--- src/rtl/game_pkg.sv ---
// Shared definitions for the cell sweep sequencer: state encodings and default sizing.
package game_pkg;

    localparam logic [2:0] ST_IDLE  = 3'b000;
    localparam logic [2:0] ST_LOAD  = 3'b001;
    localparam logic [2:0] ST_READ  = 3'b010;
    localparam logic [2:0] ST_WRITE = 3'b011;
    localparam logic [2:0] ST_SWAP  = 3'b100;
    localparam logic [2:0] ST_HOLD  = 3'b101;
    localparam logic [2:0] ST_WIN   = 3'b110;
    localparam logic [2:0] ST_LOSE  = 3'b111;

    typedef enum logic [2:0] {
        StIdle  = ST_IDLE,
        StLoad  = ST_LOAD,
        StRead  = ST_READ,
        StWrite = ST_WRITE,
        StSwap  = ST_SWAP,
        StHold  = ST_HOLD,
        StWin   = ST_WIN,
        StLose  = ST_LOSE
    } state_e;

    localparam int unsigned DefCells   = 256;
    localparam int unsigned DefAddrW   = 8;
    localparam int unsigned DefGenW    = 15;
    localparam int unsigned DefWinGens = 50;

endpackage

--- src/rtl/sweep_addr_counter.sv ---
// Cell address counter for one sweep; wraps to 0 after the last cell so the
// read sweep hands over to the write sweep already pointing at address 0.
module sweep_addr_counter
    import game_pkg::*;
#(
    parameter int unsigned CELLS  = DefCells,
    parameter int unsigned ADDR_W = DefAddrW
) (
    input  logic              clka,
    input  logic              rst,
    input  logic              clr,
    input  logic              inc,
    output logic              last,
    output logic [ADDR_W-1:0] addr
);

    logic [ADDR_W-1:0] addr_q, addr_d;

    assign last = (addr_q == ADDR_W'(CELLS - 1));
    assign addr = addr_q;

    always_comb begin
        addr_d = addr_q;
        if (clr) begin
            addr_d = '0;
        end else if (inc) begin
            addr_d = last ? '0 : addr_q + 1'b1;
        end
    end

    always_ff @(posedge clka) begin
        if (rst) begin
            addr_q <= '0;
        end else begin
            addr_q <= addr_d;
        end
    end

endmodule

--- src/rtl/cell_sweep_sequencer.sv ---
// Generation scheduler for the shared cell RAM: read sweep, write sweep, buffer swap,
// with loader arbitration, generation counting and sticky win/lose flags.
module cell_sweep_sequencer
    import game_pkg::*;
#(
    parameter int unsigned CELLS    = DefCells,
    parameter int unsigned ADDR_W   = DefAddrW,
    parameter int unsigned GEN_W    = DefGenW,
    parameter int unsigned WIN_GENS = DefWinGens
) (
    input  logic              clka,
    input  logic              rst,
    input  logic              run,
    input  logic              hold,
    input  logic              load_req,
    input  logic              lose_sig,
    input  logic              mem_ack,
    output logic [ADDR_W-1:0] mem_addr,
    output logic              mem_rd,
    output logic              mem_wr,
    output logic              buf_swap,
    output logic              load_grant,
    output logic [GEN_W-1:0]  gen_count,
    output logic              win,
    output logic              lose,
    output logic [2:0]        state
);

    state_e           state_q, state_d;
    logic [GEN_W-1:0] gen_q, gen_d;
    logic             win_q, win_d;
    logic             lose_q, lose_d;
    logic             pend_q, pend_d;
    logic             in_sweep;
    logic             addr_clr;
    logic             addr_inc;
    logic             addr_last;
    logic [GEN_W:0]   gen_plus1;

    assign in_sweep  = (state_q == StRead) || (state_q == StWrite);
    // Address only moves inside a sweep; anywhere else it is parked at 0.
    assign addr_clr  = load_req || !in_sweep;
    assign addr_inc  = in_sweep && mem_ack && !load_req;
    assign gen_plus1 = {1'b0, gen_q} + 1'b1;

    sweep_addr_counter #(
        .CELLS  (CELLS),
        .ADDR_W (ADDR_W)
    ) u_addr (
        .clka (clka),
        .rst  (rst),
        .clr  (addr_clr),
        .inc  (addr_inc),
        .last (addr_last),
        .addr (mem_addr)
    );

    always_comb begin
        state_d = state_q;
        gen_d   = gen_q;
        win_d   = win_q | (state_q == StWin);
        lose_d  = lose_q | (state_q == StLose);
        pend_d  = pend_q;
        if (load_req) begin
            state_d = StLoad;
        end else begin
            case (state_q)
                StLoad: begin
                    state_d = StIdle;
                    gen_d   = '0;
                    win_d   = 1'b0;
                    lose_d  = 1'b0;
                    pend_d  = 1'b0;
                end
                StIdle: begin
                    if (lose_sig)         state_d = StLose;
                    else if (run && hold) state_d = StHold;
                    else if (run)         state_d = StRead;
                end
                StHold: begin
                    if (lose_sig)           state_d = StLose;
                    else if (!hold || !run) state_d = StIdle;
                end
                StRead, StWrite: begin
                    if (lose_sig) pend_d = 1'b1;
                    if (mem_ack && addr_last) begin
                        state_d = (state_q == StRead) ? StWrite : StSwap;
                    end
                end
                StSwap: begin
                    if (gen_q != '1) gen_d = gen_q + 1'b1;
                    pend_d = 1'b0;
                    if (pend_q || lose_sig)                       state_d = StLose;
                    else if (gen_plus1 == (GEN_W+1)'(WIN_GENS)) state_d = StWin;
                    else                                          state_d = StIdle;
                end
                StWin, StLose: state_d = state_q;
                default:       state_d = StIdle;
            endcase
        end
    end

    always_ff @(posedge clka) begin
        if (rst) begin
            state_q <= StIdle;
            gen_q   <= '0;
            win_q   <= 1'b0;
            lose_q  <= 1'b0;
            pend_q  <= 1'b0;
        end else begin
            state_q <= state_d;
            gen_q   <= gen_d;
            win_q   <= win_d;
            lose_q  <= lose_d;
            pend_q  <= pend_d;
        end
    end

    assign mem_rd     = (state_q == StRead);
    assign mem_wr     = (state_q == StWrite);
    assign buf_swap   = (state_q == StSwap);
    assign load_grant = (state_q == StLoad);
    assign gen_count  = gen_q;
    assign win        = win_q;
    assign lose       = lose_q;
    assign state      = state_q;

endmodule
--- config.mk ---
export PLATFORM = sky130hd
export DESIGN_NAME = cell_sweep_sequencer
export DESIGN_NICKNAME = d
export VERILOG_FILES = /design/src/rtl/game_pkg.sv /design/src/rtl/sweep_addr_counter.sv /design/src/rtl/cell_sweep_sequencer.sv
export SDC_FILE = /design/constraint.sdc
export NUM_CORES = 1
export LEC_CHECK = 0
export CORE_ASPECT_RATIO = 1.75
export CORE_MARGIN = 10
export CORE_UTILIZATION = 45
export CTS_CLUSTER_DIAMETER = 80
export DETAILED_ROUTE_END_ITERATION = 10
export PLACE_DENSITY = 0.75
export REMOVE_ABC_BUFFERS = 1
export SLEW_MARGIN = 20
export SYNTH_ARGS = -nofsm -noshare
export SYNTH_HDL_FRONTEND = slang
export SYNTH_SLANG_ARGS = --single-unit
--- constraint.sdc ---
create_clock -name clka -period 1.9 [get_ports clka]
set_input_delay 0.57 -clock clka [delete_from_list [all_inputs] [get_ports clka]]
set_output_delay 0.57 -clock clka [all_outputs]
set_load 0.005 [all_outputs]
**Word level (Yosys, flattened, before mapping)**

Cells that the tools add are included.

- Word-level logic and storage cells: 77
- Output and inout bits: 32
- Memories kept: 0
- Bits in read-only memories: 0
- Register bits: 29
- Bits in writable memories: 0
- Latch bits: 0

- Muxes and demuxes: 20
- Divide/modulo/power cells: 0
- Add/subtract/negate cells: 3
- Bitwise gates (word level): 4
- $mul: 0
- Order comparisons: 0
- Equal/unequal tests: 19
- Reduce and logical (&&, ||, !) cells: 24
- Shift-type cells: 0

Operator list:

| operator | number |
|---|---|
| 15-bit one-hot mux with 2 select lines | 1 |
| 3-bit 2-to-1 mux | 9 |
| 15-bit by 1-bit adder with 16-bit output (second input constant) | 1 |
| 16-bit by 6-bit == test with 1-bit output (second input constant) | 1 |
| 15-bit by 1-bit adder with 15-bit output (second input constant) | 1 |
| 15-bit 2-to-1 mux | 1 |
| 15-bit inequality test (second input constant) | 1 |
| 3-bit one-hot mux with 5 select lines | 1 |
| 3-bit == test (second input constant) | 4 |
| 2-bit OR reduction | 5 |
| 8-bit by 1-bit adder with 8-bit output (second input constant) | 1 |
| 8-bit == test (second input constant) | 1 |
| 8-bit 2-to-1 mux | 1 |
| 4-bit inequality test (second input constant) | 2 |
| 4-bit AND reduction | 2 |
| 3-bit by 2-bit == test with 1-bit output (second input constant) | 2 |
| 1-bit 2-to-1 mux | 6 |
| 2-bit inequality test (second input constant) | 3 |
| 3-bit inequality test (second input constant) | 2 |
| 3-bit AND reduction | 2 |
| 5-bit inequality test (second input constant) | 1 |
| 1-bit logical AND | 4 |
| 1-bit zero test | 4 |
| 1-bit logical OR | 4 |
| other kinds (7) | 10 |

**Logic depth before layout (Yosys ltp)**

- Depth after elaboration: 6
- Depth in mapped cells: 7
- Gate-level depth less buffers: 6

**Hierarchy**

A second synthesis with hierarchy kept.

- Cells, all modules: 244
- Area total of the unflattened synthesis: 1,850.5 um^2

Modules (own cells, without submodules):

| module | area each (um^2) | instances | sequential area each (um^2) | cells an instance |
|---|---|---|---|---|
| cell_sweep_sequencer | 1,476.4 | 1 | 420.4 | 201 |
| sweep_addr_counter | 374.1 | 1 | 160.2 | 43 |

**Worst setup path before layout**

OpenSTA, ideal clock, no wires.

- Path type: register to register
- From: reg gen_q[0], in the netlist gen_count[0]
- To: reg gen_q[12], in the netlist gen_count[12]
- Data required time: 1.758 ns
- Cell stages (with the launch flop): 7
- Arrival time: 1.721 ns
- Path slack: 0.038 ns
- Clock period less this slack: 1.862 ns
- Cell sequence: dfxtp_1 > ha_1 > nand3_1 > nor3_2 > a21oi_1 > nand3_1 > o311ai_0

- Word-level cells in the longest chain between the ends: 3
- Elaborated cells on any way between the ends: 6

Ends and longest elaborated chain:

| element | line | text |
|---|---|---|
| start: declaration | cell_sweep_sequencer.sv:30 | `logic [GEN_W-1:0] gen_q, gen_d;` |
| start signal: assignment | cell_sweep_sequencer.sv:112 | `gen_q <= gen_d;` |
| 15-bit by 1-bit adder with 15-bit output or 15-bit inequality test (tied branches) | cell_sweep_sequencer.sv:91 | `if (gen_q != '1) gen_d = gen_q + 1'b1;` |
| 15-bit 2-to-1 mux or 2-bit by 1-bit inequality test with 1-bit output (tied branches) | n/a |  |
| 15-bit one-hot mux with 2 select lines or 3-bit AND reduction (tied branches) | n/a |  |

Parallel ways exist; a longest one is shown, timed or not. The select of a mux whose other input is x is not followed.
A chain may end at the register's enable or synchronous reset.

**Final worst setup path**

- From: reg gen_q[5], in the netlist gen_count[5]
- To: out gen_count[5]

RTL lines:

| element | line | text |
|---|---|---|
| end: declaration | cell_sweep_sequencer.sv:23 | `output logic [GEN_W-1:0] gen_count,` |

No word-level cell between the ends.

==> impl_metrics.xml <==
<?xml version="1.0" encoding="UTF-8"?>
<metrics>
  <group name="logic_synthesis">
    <metric name="async_reset_ff_share" unit="%">0</metric>
    <metric name="netlist.area_leader.share" unit="%">32.6</metric>
    <metric name="fraction_of_the_yosys_area_taken_by_sequential_cells" unit="%">32.6</metric>
    <metric name="synthCells" unit="">229</metric>
    <metric name="synth_top_cells_by_area" unit="">sky130_fd_sc_hd__dfxtp_1, sky130_fd_sc_hd__a21oi_1, sky130_fd_sc_hd__nor2_1</metric>
    <metric name="synth_commonest_cells" unit="">sky130_fd_sc_hd__dfxtp_1, sky130_fd_sc_hd__nor2_1, sky130_fd_sc_hd__a21oi_1, sky130_fd_sc_hd__nand2_1</metric>
    <metric name="synth.ff_latch_count" unit="">29</metric>
    <metric name="synth.yosys.warnings" unit="">0</metric>
    <metric name="synth_area" unit="um^2">1780</metric>
    <metric name="yosys.area.top_type" unit="">sky130_fd_sc_hd__dfxtp_1</metric>
    <metric name="synth_enable_flop_cells" unit="">0</metric>
    <metric name="synth_cell_type_count" unit="">51</metric>
    <metric name="synthesis.area_per_instance" unit="um^2">7.77</metric>
    <metric name="yosys.cell_count.top_type" unit="">sky130_fd_sc_hd__dfxtp_1</metric>
    <metric name="dominantRegCellSynth" unit="">sky130_fd_sc_hd__dfxtp_1</metric>
  </group>
  <group name="layout">
    <metric name="num-nets-final" unit="">319</metric>
    <metric name="post_layout_nonfiller_instances" unit="">358</metric>
    <metric name="ratio_of_cells_with_drive_above_1_in_the_final_layout" unit="%">23.9</metric>
    <metric name="fin_util" unit="%">69.1</metric>
    <metric name="areaGrowthSynthToFinish" unit="%">50.1</metric>
    <metric name="n_antenna_cell" unit="">0</metric>
    <metric name="post-route-cell-area" unit="um^2">2670</metric>
  </group>
  <group name="cts">
    <metric name="numCtsBuffers" unit="">5</metric>
    <metric name="cts_max_level" unit="">2</metric>
    <metric name="cts_tree" unit="">yes</metric>
    <metric name="numClockSinks" unit="">29</metric>
    <metric name="root_buffer" unit="">sky130_fd_sc_hd__clkbuf_8</metric>
    <metric name="clk_transition_reported_paths" unit="ns">0.06</metric>
    <metric name="clk-insertion-delay-late" unit="ns">0.28</metric>
    <metric name="clockBufferDepth" unit="">2</metric>
  </group>
  <group name="worst_hold_path">
    <metric name="whs_path_depth" unit="">1</metric>
    <metric name="hp-class" unit="">flop to flop</metric>
    <metric name="timing.hold.worst_endpoint" unit="">gen_count[8]$_SDFFE_PP0P_</metric>
    <metric name="worst_min_path_start" unit="">gen_count[8]$_SDFFE_PP0P_</metric>
  </group>
  <group name="run_status">
    <metric name="status" unit="">complete, no violations</metric>
  </group>
  <group name="drt">
    <metric name="post_drt_wl_per_cell" unit="um">16.5</metric>
    <metric name="routed_wirelength" unit="um">5910</metric>
    <metric name="antenna_violating_nets_post_route" unit="">0</metric>
    <metric name="first_pass_iters" unit="">4</metric>
    <metric name="first_iter_violations" unit="">110</metric>
    <metric name="post_drt_via_cell_ratio" unit="">5.83</metric>
    <metric name="routed-via-count" unit="">2086</metric>
    <metric name="drc" unit="">0</metric>
  </group>
  <group name="placed_design">
    <metric name="detailedPlacementHpwl" unit="um">4330</metric>
    <metric name="dpl-instance-area" unit="um^2">2480</metric>
    <metric name="place_congestion" unit="">0.936</metric>
    <metric name="dp.cells" unit="">345</metric>
    <metric name="pre_cts_ws" unit="ns">-0.247</metric>
    <metric name="numPortBuffers" unit="">38</metric>
  </group>
  <group name="pwr">
    <metric name="switchingPower" unit="mW">0.332</metric>
    <metric name="intPower" unit="mW">0.962</metric>
    <metric name="swShare" unit="%">25.6</metric>
    <metric name="p_leak" unit="nW">1.06</metric>
    <metric name="power.density" unit="nW/um^2">484</metric>
    <metric name="fin_total_pwr" unit="mW">1.29</metric>
    <metric name="share_comb_of_total_power" unit="%">15.1</metric>
    <metric name="power_frac_seq" unit="%">47.6</metric>
    <metric name="clock_power_share" unit="%">37.3</metric>
    <metric name="power.ir.vdd_worst" unit="mV">0.443</metric>
  </group>
  <group name="worst_setup_path">
    <metric name="timing_worst_setup_path_type" unit="">flop to output port</metric>
    <metric name="cp_data_required_time" unit="ns">1.33</metric>
    <metric name="cp-start-kind" unit="">flop</metric>
    <metric name="cp_top_family" unit="">buffers and inverters</metric>
    <metric name="reg2reg_setup_slack" unit="ns">0.09</metric>
    <metric name="cp.arrival" unit="ns">1.29</metric>
    <metric name="path_buf_inv" unit="">2</metric>
    <metric name="r2r-start" unit="">gen_count[1]$_SDFFE_PP0P_</metric>
    <metric name="crit_slowest_cell" unit="">sky130_fd_sc_hd__clkdlybuf4s50_1</metric>
    <metric name="timing.critical_path.to_type" unit="">output port</metric>
    <metric name="crit_path_cell_trace" unit="">buf_4, clkdlybuf4s50_1</metric>
    <metric name="crit_path_max_incr_delay" unit="ns">0.51</metric>
    <metric name="worstPathMaxFanout" unit="">6</metric>
    <metric name="reg2regPathDepth" unit="">6</metric>
    <metric name="r2r_end" unit="">state[1]$_SDFFE_PP0P_</metric>
  </group>
  <group name="floorplan">
    <metric name="chipHeight" unit="um">103</metric>
    <metric name="floorplan.die_area" unit="um^2">6970</metric>
    <metric name="floorplan.rows" unit="">30</metric>
    <metric name="i_o_pins" unit="">39</metric>
    <metric name="coreArea" unit="um^2">3870</metric>
    <metric name="floorplan.die.width" unit="um">67.6</metric>
    <metric name="initial_utilization" unit="%">46.1</metric>
  </group>
  <group name="run">
    <metric name="maxCapViolations" unit="">0</metric>
  </group>
  <group name="timing">
    <metric name="clock.fmax" unit="GHz">0.539</metric>
    <metric name="skew" unit="ns">0.00424</metric>
    <metric name="hold_viol" unit="">0</metric>
    <metric name="final-max-slew-violation-count" unit="">0</metric>
    <metric name="fin_crit_sh" unit="%">97.7</metric>
    <metric name="timing.final.crit_period" unit="ns">1.86</metric>
    <metric name="timing.final.ws_setup" unit="ns">0.0441</metric>
    <metric name="timing.final.setup_violations" unit="">0</metric>
    <metric name="maxSlewHeadroom" unit="%">72.9</metric>
    <metric name="tightestPinTransition" unit="ns">0.402</metric>
  </group>
  <group name="grt">
    <metric name="first_pass_grt_wire_length" unit="um">9430</metric>
    <metric name="number_of_antenna_violations_at_the_first_check_in_global_routing" unit="">0</metric>
    <metric name="grt_remaining_overflow" unit="">0</metric>
    <metric name="grt_pass1_vias" unit="">2100</metric>
    <metric name="grt_start_max_net_pins" unit="">16</metric>
    <metric name="global_route.usage.total" unit="%">17.2</metric>
  </group>
</metrics>
-- state kept, by name, summed over array words and instances, names as in the netlist --
| name | flops |
|---|---|
| lose | 1 |
| pend_q | 1 |
| state | 3 |
| win | 1 |
| u_addr.addr | 8 |
| gen_count | 15 |
-- layout make-up --
type                            count  area [um^2]
Sequential cell                    29          597
Tap cell                           48         60.1
Fill cell                         323         1190
Clock buffer                        6         72.6
Inverter                            7         26.3
Multi-Input combinational cell    182         1150
Clock inverter                      2         10.0
Timing Repair Buffer               84          756
-- per-stage QoR --
| stage | TNS [ns] | hold WS (ns) |
|---|---|---|
| 6_report | 0 | 0.519 |
| 5_1_grt | -0.00713 | 0.537 |
| 4_1_cts | 0 | 0.536 |
| 3_5_place_dp | -3.52 | 0.527 |
| 3_3_place_gp | -3.30 | 0.514 |
| 2_1_floorplan | -0.0352 | 0.464 |
-- placed cells by master, fill, tap and decap left out, types with 4 or more instances in the layout --
cell type                         count
sky130_fd_sc_hd__o311ai_0             5
sky130_fd_sc_hd__and3_1               4
sky130_fd_sc_hd__nand4_1             11
sky130_fd_sc_hd__a21oi_1             20
sky130_fd_sc_hd__o31ai_1              4
sky130_fd_sc_hd__dfxtp_1             18
sky130_fd_sc_hd__dlymetal6s2s_1       4
sky130_fd_sc_hd__dfxtp_2             10
sky130_fd_sc_hd__clkdlybuf4s50_1     28
sky130_fd_sc_hd__dlygate4sd2_1        5
sky130_fd_sc_hd__nor2_1              20
sky130_fd_sc_hd__nand3_1             11
sky130_fd_sc_hd__nand2b_1             4
sky130_fd_sc_hd__buf_4               40
sky130_fd_sc_hd__xor2_1               8
sky130_fd_sc_hd__clkbuf_8             5
sky130_fd_sc_hd__o21ai_0             12
sky130_fd_sc_hd__buf_6                5
sky130_fd_sc_hd__nor3_1               6
sky130_fd_sc_hd__inv_1                7
sky130_fd_sc_hd__nand2_1             20
-- logic make-up (layout without fill, tap and decap cells) --
| kind of cell | count (synthesis) | count (layout) | share of synthesized area, % |
|---|---|---|---|
| muxes | 2 | 2 | 1.12 |
| AOI/OAI and AO/OA | 65 | 66 | 23.6 |
| xor gates and xnor gates | 11 | 11 | 5.41 |
| buffers and inverters | 19 | 99 | 4.50 |
| adders and majority gates | 3 | 3 | 2.11 |
| DFF | 29 | 29 | 32.6 |
| and+or+nand+nor | 100 | 100 | 30.6 |
-- worst max path at each step --
| stage | from | end | slack, ns | depth (start not counted) |
|---|---|---|---|---|
| after floorplan | state[2]$_SDFFE_PP0P_ | gen_count[13]$_SDFFE_PP0P_ | -0.04 | 5 |
| after global placement | load_req | u_addr.addr[5]$_SDFFE_PP0P_ | -0.24 | 6 |
| after detailed placement | load_req | u_addr.addr[5]$_SDFFE_PP0P_ | -0.25 | 6 |
| after CTS | state[2]$_SDFFE_PP0P_ | state[2] | 0.000002 | 3 |
| after global routing | gen_count[0]$_SDFFE_PP0P_ | state[1]$_SDFFE_PP0P_ | -0.007 | 7 |
| final | gen_count[5]$_SDFFE_PP0P_ | gen_count[5] | 0.04 | 2 |
-- power by group through the flow --
stage | logic, mW | clock network [mW] | registers, mW
after floorplan | 0.0658 | 0 | 0.642
after global placement | 0.169 | 0 | 0.629
after detailed placement | 0.171 | 0 | 0.629
after CTS | 0.187 | 0.498 | 0.618
after global routing | 0.211 | 0.523 | 0.616
final | 0.195 | 0.483 | 0.616
-- layer usage --
metal | GRT usage (%) | routed length (um) | vias up
met5 | 0 | 0 | -
met2 | 32.2 | 3190 | 77
met1 | 15.9 | 2150 | 980
met4 | 9.52 | 203 | 0
li1 | - | - | 1011
met3 | 4.75 | 371 | 18
-- what timing repair did --
item	4_1_cts	5_1_grt
buffers inserted	4	0
resized for setup	23	12
pin swaps	0	1
gates cloned	0	1
hold buffers	0	0
setup endpoints to repair	13	24
No activity file was read; power rests on OpenSTA's default activity.
